`config.mk`:
```
export PLATFORM = sky130hd
export DESIGN_NAME = spike_framer
export DESIGN_NICKNAME = d
export VERILOG_FILES = /design/src/rtl/spike_framer.sv
export SDC_FILE = /design/constraint.sdc
export NUM_CORES = 1
export LEC_CHECK = 0
export BUFFER_PORTS_ARGS = -buffer_cell sky130_fd_sc_hd__buf_2
export CAP_MARGIN = 20
export CORE_MARGIN = 5
export CORE_UTILIZATION = 32
export CTS_BUF_LIST = sky130_fd_sc_hd__clkbuf_16
export CTS_CLUSTER_SIZE = 8
export DETAILED_ROUTE_END_ITERATION = 8
export SLEW_MARGIN = 20
export SYNTH_ARGS = -nofsm -noshare
export SYNTH_HDL_FRONTEND = slang
export SYNTH_SLANG_ARGS = --single-unit
```
`constraint.sdc`:
```
create_clock -name clk -period 2.6 [get_ports clk]
set_input_delay 0.26 -clock clk [delete_from_list [all_inputs] [get_ports clk]]
set_output_delay 0.26 -clock clk [all_outputs]
set_load 0.02 [all_outputs]
```
`src/rtl/spike_framer.sv`:
```
// spike_framer
// Watches a raw sample stream, detects threshold crossings, captures a
// FEATURES-sample window around each crossing (PRE_SAMPLES of history, the
// trigger sample, then the following samples) and streams the window out one
// sample per handshake. Spikes that arrive while a window is in flight are
// counted in a saturating drop counter.
module spike_framer #(
  parameter int FEATURES    = 3,
  parameter int IN_WIDTH    = 10,
  parameter int PRE_SAMPLES = 1,
  parameter int REFRACTORY  = 4
) (
  input  logic                clk,
  input  logic                reset,
  input  logic                in_valid,
  input  logic [IN_WIDTH-1:0] in_sample,
  input  logic [IN_WIDTH-1:0] threshold,
  input  logic                out_ready,
  output logic                out_valid,
  output logic [IN_WIDTH-1:0] out_sample,
  output logic                out_last,
  output logic                busy,
  output logic [7:0]          drop_count
);

  // Samples still to be collected after the trigger sample.
  localparam int POST   = FEATURES - 1 - PRE_SAMPLES;
  localparam int IDX_W  = (FEATURES > 1) ? $clog2(FEATURES) : 1;
  localparam int REF_W  = (REFRACTORY > 0) ? $clog2(REFRACTORY + 1) : 1;
  // Keep at least one history entry so the array is never zero-sized.
  localparam int HIST_N = (PRE_SAMPLES > 0) ? PRE_SAMPLES : 1;

  localparam logic [IDX_W-1:0] LAST_IDX   = IDX_W'(FEATURES - 1);
  localparam logic [IDX_W-1:0] FIRST_POST = IDX_W'(PRE_SAMPLES + 1);
  localparam logic [REF_W-1:0] REF_LOAD   = REF_W'(REFRACTORY);

  typedef enum logic [1:0] {
    ST_IDLE = 2'd0,
    ST_POST = 2'd1,
    ST_SEND = 2'd2
  } state_e;

  state_e              state_q, state_d;
  logic [IN_WIDTH-1:0] hist_q [HIST_N];
  logic [IN_WIDTH-1:0] hist_d [HIST_N];
  logic [IN_WIDTH-1:0] win_q  [FEATURES];
  logic [IN_WIDTH-1:0] win_d  [FEATURES];
  logic [IDX_W-1:0]    slot_q, slot_d;
  logic [IDX_W-1:0]    idx_q, idx_d;
  logic [REF_W-1:0]    refract_q, refract_d;
  logic [7:0]          drop_q, drop_d;
  logic                qual_s;

  // A qualifying sample is an accepted sample at or above threshold outside
  // the refractory period; it either starts a window or becomes a drop.
  assign qual_s = in_valid && (in_sample >= threshold) && (refract_q == {REF_W{1'b0}});

  // Pre-trigger history: oldest sample at index 0, shifts on every accepted sample.
  always_comb begin
    hist_d = hist_q;
    if (in_valid) begin
      for (int i = 0; i < HIST_N - 1; i++) begin
        hist_d[i] = hist_q[i + 1];
      end
      hist_d[HIST_N-1] = in_sample;
    end else begin
      hist_d = hist_q;
    end
  end

  // Refractory counter: reload on every qualifying sample, count down on accepted samples.
  always_comb begin
    refract_d = refract_q;
    if (qual_s) begin
      refract_d = REF_LOAD;
    end else if (in_valid && (refract_q != {REF_W{1'b0}})) begin
      refract_d = refract_q - REF_W'(1);
    end else begin
      refract_d = refract_q;
    end
  end

  // Drop counter: qualifying samples seen while a window is in flight, saturating.
  always_comb begin
    drop_d = drop_q;
    if (qual_s && (state_q != ST_IDLE)) begin
      if (drop_q == 8'hFF) begin
        drop_d = 8'hFF;
      end else begin
        drop_d = drop_q + 8'd1;
      end
    end else begin
      drop_d = drop_q;
    end
  end

  // Window FSM: capture on trigger, fill post-trigger slots, then stream out.
  always_comb begin
    state_d = state_q;
    win_d   = win_q;
    slot_d  = slot_q;
    idx_d   = idx_q;
    case (state_q)
      ST_IDLE: begin
        if (qual_s) begin
          for (int i = 0; i < PRE_SAMPLES; i++) begin
            win_d[i] = hist_q[i];
          end
          win_d[PRE_SAMPLES] = in_sample;
          idx_d = {IDX_W{1'b0}};
          if (POST == 0) begin
            state_d = ST_SEND;
          end else begin
            state_d = ST_POST;
            slot_d  = FIRST_POST;
          end
        end else begin
          state_d = ST_IDLE;
        end
      end
      ST_POST: begin
        // Every accepted sample fills the next slot, even one that also
        // counts as a drop; the window in progress is never restarted.
        if (in_valid) begin
          win_d[slot_q] = in_sample;
          if (slot_q == LAST_IDX) begin
            state_d = ST_SEND;
            idx_d   = {IDX_W{1'b0}};
          end else begin
            slot_d = slot_q + IDX_W'(1);
          end
        end else begin
          state_d = ST_POST;
        end
      end
      ST_SEND: begin
        if (out_ready) begin
          if (idx_q == LAST_IDX) begin
            state_d = ST_IDLE;
            idx_d   = {IDX_W{1'b0}};
          end else begin
            idx_d = idx_q + IDX_W'(1);
          end
        end else begin
          state_d = ST_SEND;
        end
      end
      default: begin
        state_d = ST_IDLE;
        idx_d   = {IDX_W{1'b0}};
      end
    endcase
  end

  // State registers with synchronous active-high reset.
  always_ff @(posedge clk) begin
    if (reset) begin
      state_q   <= ST_IDLE;
      slot_q    <= {IDX_W{1'b0}};
      idx_q     <= {IDX_W{1'b0}};
      refract_q <= {REF_W{1'b0}};
      drop_q    <= 8'd0;
      for (int i = 0; i < HIST_N; i++) begin
        hist_q[i] <= {IN_WIDTH{1'b0}};
      end
      for (int i = 0; i < FEATURES; i++) begin
        win_q[i] <= {IN_WIDTH{1'b0}};
      end
    end else begin
      state_q   <= state_d;
      slot_q    <= slot_d;
      idx_q     <= idx_d;
      refract_q <= refract_d;
      drop_q    <= drop_d;
      hist_q    <= hist_d;
      win_q     <= win_d;
    end
  end

  // Outputs are decoded purely from registered state; out_sample reads as 0
  // outside SEND so a discarded window never leaks onto the bus.
  assign out_valid  = (state_q == ST_SEND);
  assign out_sample = (state_q == ST_SEND) ? win_q[idx_q] : {IN_WIDTH{1'b0}};
  assign out_last   = (state_q == ST_SEND) && (idx_q == LAST_IDX);
  assign busy       = (state_q != ST_IDLE);
  assign drop_count = drop_q;

endmodule
```
==> results of run 1 <==
## layout make-up
type / instances / area [um^2]
flip-flops and latches: 57 / 1140
multi-input cells: 267 / 1730
well taps: 129 / 161
inverters: 19 / 71.3
clock inverters: 7 / 109
fillers: 939 / 5520
clock buffers: 9 / 225
repair buffers: 52 / 280
## kinds of logic (layout without fill, tap and decap cells)
kind of cell             after synthesis  count (layout)  share of synthesized area
AND/OR/NAND/NOR                      137             137                      0.208
AO/OA/AOI/OAI                         84              84                      0.200
flip-flops                            57              57                      0.377
buffers and inverters                 39              87                     0.0500
multiplexers                          30              30                     0.0992
adder cells (fa/ha/maj)               16              16                     0.0661
## how the worst min path moves through the flow
| stage | end | slack [ns] | cells after the start |
|---|---|---|---|
| after floorplan | win_q[0] | 0.40 | 2 |
| final | win_q[4] | 0.23 | 3 |
| after global routing | win_q[4] | 0.25 | 3 |
| after detailed placement | win_q[10] | 0.45 | 2 |
| after global placement | win_q[8] | 0.44 | 2 |
| after CTS | win_q[0] | 0.21 | 3 |
## metrics by stage
step | hold WS, ns | cells | area [um^2]
4_1_cts | 0.215 | 540 | 3720
3_3_place_gp | 0.441 | 524 | 3390
3_5_place_dp | 0.446 | 524 | 3390
2_1_floorplan | 0.396 | 363 | 3030
6_report | 0.227 | 540 | 3720
5_1_grt | 0.250 | 540 | 3720
## state kept, by name (all words and copies together), names as in the netlist
name	flops
idx_q	2
slot_q	2
drop_count	8
refract_q	3
state_q	2
hist_q	10
win_q	30
## worst register-to-register path, cell delays in order (launching register included)
cell and delay [ns]:
sky130_fd_sc_hd__dfxtp_1 0.32, sky130_fd_sc_hd__inv_1 0.06, sky130_fd_sc_hd__ha_1 0.14, sky130_fd_sc_hd__ha_1 0.22
sky130_fd_sc_hd__nand2_1 0.13, sky130_fd_sc_hd__nor2_4 0.11, sky130_fd_sc_hd__inv_2 0.06, sky130_fd_sc_hd__o31a_4 0.39
sky130_fd_sc_hd__o21ai_1 0.09, sky130_fd_sc_hd__buf_4 0.23, sky130_fd_sc_hd__mux2i_1 0.21
## power by group
part / internal (mW) / leakage [nW] / switching, mW
Clock: 0.924 / 0.158 / 0.401
Sequential: 0.944 / 0.464 / 0.0438
Combinational: 0.185 / 0.912 / 0.256
Total: 2.05 / 1.53 / 0.701
## synth_stat cells (2+ instances only)
cell,n,area share
sky130_fd_sc_hd__inv_1,18,0.022
sky130_fd_sc_hd__a311oi_1,3,0.0087
sky130_fd_sc_hd__mux2i_1,30,0.099
sky130_fd_sc_hd__nor2b_1,5,0.010
sky130_fd_sc_hd__a41o_1,2,0.0066
sky130_fd_sc_hd__nor3_1,13,0.021
sky130_fd_sc_hd__nand2_1,55,0.068
sky130_fd_sc_hd__nand3_1,5,0.0083
sky130_fd_sc_hd__a31oi_1,3,0.0062
sky130_fd_sc_hd__buf_1,2,0.0025
sky130_fd_sc_hd__o22a_1,5,0.014
sky130_fd_sc_hd__nand2b_1,5,0.010
sky130_fd_sc_hd__nor2_1,37,0.046
sky130_fd_sc_hd__a21oi_1,28,0.046
sky130_fd_sc_hd__a211oi_1,16,0.040
sky130_fd_sc_hd__clkbuf_1,16,0.020
sky130_fd_sc_hd__and4_1,2,0.0058
sky130_fd_sc_hd__a21oi_2,2,0.0058
sky130_fd_sc_hd__o211ai_1,2,0.0050
sky130_fd_sc_hd__a22oi_1,10,0.025
sky130_fd_sc_hd__o21ai_0,3,0.0050
sky130_fd_sc_hd__and3_1,6,0.012
sky130_fd_sc_hd__dfxtp_1,57,0.38
sky130_fd_sc_hd__ha_1,16,0.066
sky130_fd_sc_hd__and2_1,2,0.0041
## per-layer routing
layer	track usage	wire, um	vias to the layer above
li1	-	-	1365
met5	0	0	-
met2	0.199	3050	62
met1	0.189	3790	1174
met3	0.0378	410	10
met4	0.0493	116	0
## cell usage in the layout, fill, tap and decap left out, drive strengths merged, types with 5 or more instances in the layout
cell / n
nand2b: 5
buf: 52
nor3: 13
nor2b: 5
nor2: 38
o22a: 5
a211oi: 16
inv: 19
a21oi: 30
and3: 6
a22oi: 10
nand2: 55
mux2i: 30
nand3: 5
clkbuf: 9
dfxtp: 57
ha: 16
==> summary by stage, run 1 <==
CTS
Buffers inserted to repair hold after CTS numbered 0. The clock net in this run drives a total of 57 sinks. After clock tree synthesis, the clock-pin slew on the worst setup and hold paths is 0.05 ns. In this run the clock root is driven by a sky130_fd_sc_hd__clkbuf_16. The number of buffers inserted to repair setup after CTS is 0. The total number of H-tree levels is 3. The clock latency of the later-clocked register in the worst-skew pair is 0.33 ns.

In this run the deepest clock path goes through 2 buffers. The CTS tree is done. The total clock buffers created by CTS is 9. In this run, post-CTS repair resized a total of 0 instances.

Routing
After detailed routing, the number of vias per cell comes to 4.84. The DRC violation total after the first TritonRoute iteration is 85. The number of optimization iterations in the first detailed-route pass is 4. Dividing the detail-routed wire length by the instance count gives 13.6 um.

The number of vias after detailed routing is 2,611. The total wirelength of the detailed-routed design is 7370 um. The number of routed nets with antenna violations is 0. After detailed routing, the number of remaining DRC violations is 0.

Power and ir drop
The worst-case IR drop observed on VDD is 0.379 mV. The total leakage power is 1.53 nW. The power consumption is 2.76 mW.

In this run the power density over the cells is 740 nW/um^2.

Critical path
The launch point of the critical path is idx_q[0]. The critical path depth is 4. The type of element launching the critical path is a flop. For the worst setup path, the data arrival time is 1.99 ns. The master of the slowest instance on the critical path is sky130_fd_sc_hd__dfxtp_1. The buffering stage count on the worst path with inverters included is 1. The worst flop-to-flop path endpoint is win_q[18]. Walking the worst path, the cells encountered are nor2b_1, a21oi_1, nor2_1, buf_2.

The cell count of the worst reg-to-reg path is 10. For this run, the slowest stage of the critical path takes 0.71 ns. The worst register-to-register path begins at refract_q[0]. Of all nets on the critical path, the largest fanout is 20. The data required time at the worst endpoint is 2.34 ns. STA classifies the critical path endpoint as an output pin. The kind of critical path is flop to output pin. For flop-to-flop paths, the worst setup slack is 0.58 ns. The timing endpoint of the critical path is out_sample[5]. The family of cells with the greatest summed delay on the critical path is flip-flops.

Timing
The relative slew slack is 0.590. The setup slack of the critical path after layout is 0.347 ns. The sum of negative setup slack is 0 ns.

Subtracting the final worst setup slack from the clock period gives 2.25 ns. The portion of the clock cycle consumed by the worst path in the final layout is 0.867. For this run, the top clock speed supported by timing is 0.444 GHz. Between clock sinks in the finished design, the worst skew comes to 0.00554 ns. The final count of pins violating max slew is 0. For the pin with the worst max-slew slack, the measured transition is 0.615 ns. Setup repair after global routing left no endpoint under its margin. Setup violations remaining at the end of the flow were counted as 0. The final count of hold timing violations is 0.

Synthesis
The number of distinct library cells after synthesis is 45. The number of nets in the synthesized netlist is 403. The most used flip-flop cell after synthesis is sky130_fd_sc_hd__dfxtp_1. The Yosys step of the flow raised 0 warnings.

Counting flops with a built-in enable in the synthesized netlist gives 0. The cell area after technology mapping is 3030 um^2. Counting flops and latches in the post-synthesis netlist gives 57. Of all flip-flops after synthesis, the portion carrying an async set or reset was 0.

The synthesized instance count is 363. After synthesis, the mean cell area works out to 8.34 um^2. The share of the yosys chip area belonging to registers is 0.377.

Global route
The initial antenna violation count was 0. The first global-routing pass estimated 12,500 um of wire. For this run, the total global-route usage over all layers was measured as 0.136.

The largest net degree at the start of global routing is 45. Summed over all layers, the global routing overflow is 0. The via count of the first global-routing pass is 2,536.

Floorplan
The area of the placeable core is 9240 um^2. The die covers 11,500 um^2. The floorplan step set the die height to 107 um. The initial utilization of the core area, before any placement, comes to 0.328. The die extent in x is 107 um.

45 I/O pins were placed. The initialized floorplan defines 35 standard-cell rows.

Finish
The end-of-flow core utilization is 0.403. 0 antenna diodes ended up in the layout. The relative area change from synthesis to final layout is 23.0%. In the final layout, the share of cells above drive strength 1 is 0.182.

For this run, the post-layout net count is 446.

Place
The HPWL after detailed placement is 5470 um. The number of input and output port buffers inserted is 44. The final weighted congestion in routability-driven placement is 0.768. At the placement stage, the worst setup path has a slack of 0.339 ns.

Worst hold path
In this run the most critical hold path is launched from in_sample[4]. The min-delay analysis places its worst path in the category input port to flop.

Run
The tool flagged a number of max-cap violations equal to 0.

Outcome
The flow ran to the end, and the final reports show no timing, DRC or antenna violations.
Note: power is estimated with default switching activity, not from simulation.
==> run 2, diff against run 1 <==
BUFFER_PORTS_ARGS = not set   (was -buffer_cell sky130_fd_sc_hd__buf_2)
CORE_UTILIZATION = 55   (was 32)
DONT_BUFFER_PORTS = 1   (was not set)
PLACE_DENSITY = 0.7   (was not set)
==> run 2 against run 1 <==
Against the previous run: critical path type unchanged; clock-buffer cell count stayed put; die area is 38% lower; largest cell class unchanged; cell area is 9.7% lower; total power is 9.1% lower.
==> summary by stage, run 2 (same netlist as run 1, synthesis figures left out) <==
Finish
After the last flow step, the layout net total stands at 398. The area occupied by registers is 1140 um^2. The fill cell total of the finished layout is 487. The library cell used most frequently in the layout, excluding fill and tap cells, is sky130_fd_sc_hd__dfxtp_1.

Counting flops per register, the top entry is win_q. The register with the most flip-flops in the layout has 30 of them. The footprint of the multi-input gates is 1740 um^2. The antenna diode instance count is 0.

From synthesis to final layout, the design area changed by 11.0%. In the final layout, the share of cells above drive strength 1 is 0.0746. The top cell types in the final layout, fill and taps aside, are sky130_fd_sc_hd__dfxtp_1, sky130_fd_sc_hd__nand2_1, sky130_fd_sc_hd__nor2_1, sky130_fd_sc_hd__mux2i_1, sky130_fd_sc_hd__a21oi_1.

Power and ir drop
In this run the static leakage power is 1.29 nW. The worst-case IR drop observed on VDD is 0.392 mV. Dividing total power by cell area gives a power density of 745 nW/um^2.

Critical path
For this design, the slowest cell found on the critical path is sky130_fd_sc_hd__dfxtp_1. The highest cell delay on the worst timing path is 0.92 ns. Together, buffers and inverters on the worst path number 0.

The worst register-to-register path begins at refract_q[0]. The type of element launching the critical path is a flop. For flop-to-flop paths, the worst setup slack is 0.53 ns.

The signal on the critical path passes through mux2i_1, o22a_1, nor2_1. Along the worst path, the maximum fanout reaches 20. The data required time at the worst endpoint is 2.34 ns. The critical path in this run is classified as flop to output pin. The kind of end point of the critical path is an output pin. Data arrives at the worst endpoint at 2.03 ns. The most critical setup path has its startpoint at idx_q[1].

The cell family contributing the most delay on the critical path is flip-flops.

Global route
The largest net degree at the start of global routing is 43. The via count of the first global-routing pass was 2,322. The overall routing resource usage is 0.202. The met1 track demand over resource in global routing is 0.292. For this run, global-route usage on met3 was measured as 0.0491.

Summed over all layers, the global routing overflow is 0. The global-route wire length before repair is 11,600 um. The global routing usage on met2 is 0.283.

The layer with the highest usage is met1. The initial antenna violation count was 0.

CTS
In this run the deepest clock path goes through 2 buffers. The number of gates resized after cts is 0. The clock latency of the later-clocked register in the worst-skew pair is 0.32 ns. TritonCTS built the clock tree. The clock root buffer is sky130_fd_sc_hd__clkbuf_16. The tree built by TritonCTS fans out to 57 sinks.

CTS built an H-tree with a depth of 3. The total clock buffers created by CTS is 9. The clock slew seen by the registers of the worst setup and hold paths is 0.05 ns.

Place
Prior to clock tree synthesis, the placed netlist has a worst setup slack of 0.239 ns. At the end of routability-driven placement, the weighted congestion stood at 0.795. The number of input and output port buffers inserted is 0. The wire-length estimate of the detail-placed layout is 4880 um.

Floorplan
The total number of placement rows is 27. Measured along the x axis, the die boundary spans 84.2 um. The die is 84.2 um tall. The area of the placeable core is 5440 um^2. The die covers 7090 um^2. The I/O pin count is 45. The initial core utilization is 0.556.

Worst hold path
The startpoint identified for the worst hold timing path is reset. The kind of path behind the tightest hold check is input port to flop.

Timing
Of the available clock period, the critical path in the final layout requires 0.881. Setup repair after global routing left no endpoint under its margin. The timing-limited maximum frequency is 0.437 GHz. For the final database, setup skew stands at 0.00387 ns.

The relative slew slack is 0.383. The total of endpoints with negative setup slack in the final report is 0. The final count of hold timing violations is 0. Adding up every negative setup slack in the final design gives 0 ns. The clock period could shrink to 2.29 ns. The final count of pins violating max slew is 0. The transition at the pin with the smallest max-transition slack is 0.924 ns. The setup slack of the critical path after layout is 0.310 ns.

Run
The number of maximum-capacitance violations is 0.

Outcome
The run finished with clean final reports.

Routing
After detailed routing, the number of remaining DRC violations is 0. Once detail routing completed, the nets flagged for antenna violations numbered 0. Dividing the detail-routed wire length by the instance count gives 15.9 um. The number of optimization iterations in the first detailed-route pass is 4. The number of vias after detailed routing is 2,493.

Dividing the detail-routed via count by the number of cells gives 5.74. The detailed router finished its first iteration with 163 violations. The total wirelength of the detailed-routed design is 6900 um.
==> run 2: cell types whose count changed in the layout (fill, tap and decap cells not counted), sizes merged <==
cell	previous run	this run
buf	52	2
bufinv	3	1
clkinv	3	4
dlygate4sd3	0	2
==> run 2: path summary, 6_finish.rpt <==
path,endpoint,cells past startpoint
worst min-delay path,drop_count[1],1
worst max-delay path,out_sample[1],3
worst max register to register,win_q[27],9
worst min register to register,win_q[2],2
==> run 2: metrics by stage <==
| stage | hold slack [ns] | instance area, um^2 | util | power (mW) | instances |
|---|---|---|---|---|---|
| after floorplan | 0.396 | 3030 | - | 1.33 | 363 |
| after global placement | 0.332 | 3050 | 0.561 | 1.38 | 417 |
| after detailed placement | 0.335 | 3050 | 0.561 | 1.39 | 417 |
| after CTS | 0.000108 | 3360 | 0.617 | 2.52 | 434 |
| after global routing | 0.000643 | 3360 | 0.618 | 2.62 | 434 |
| final | 0.00808 | 3360 | 0.618 | 2.50 | 434 |
==> run 2: timing repair <==
action	CTS	global route
setup buffers	0	0
hold buffers	2	0
endpoints found under the hold margin	4	0
==> run 2: power breakdown <==
group	internal (mW)	switching [mW]	leakage (nW)	total (mW)
Clock	0.729	0.395	0.139	1.12
Combinational	0.168	0.224	0.685	0.392
Sequential	0.944	0.0444	0.464	0.989
==> run 2: area by class of cell <==
type,count,area share
clock inverters,6,0.0179
flip-flops and latches,57,0.340
multi-input cells,267,0.517
clock buffers,9,0.0670
inverters,19,0.0212
well taps,72,0.0268
repair buffers,4,0.0104
==> run 2: layer usage <==
metal / routed length, um / vias to the layer above
met5: 0 / -
met4: 98 / 0
met3: 440 / 10
met2: 2900 / 62
met1: 3460 / 1140
li1: - / 1281
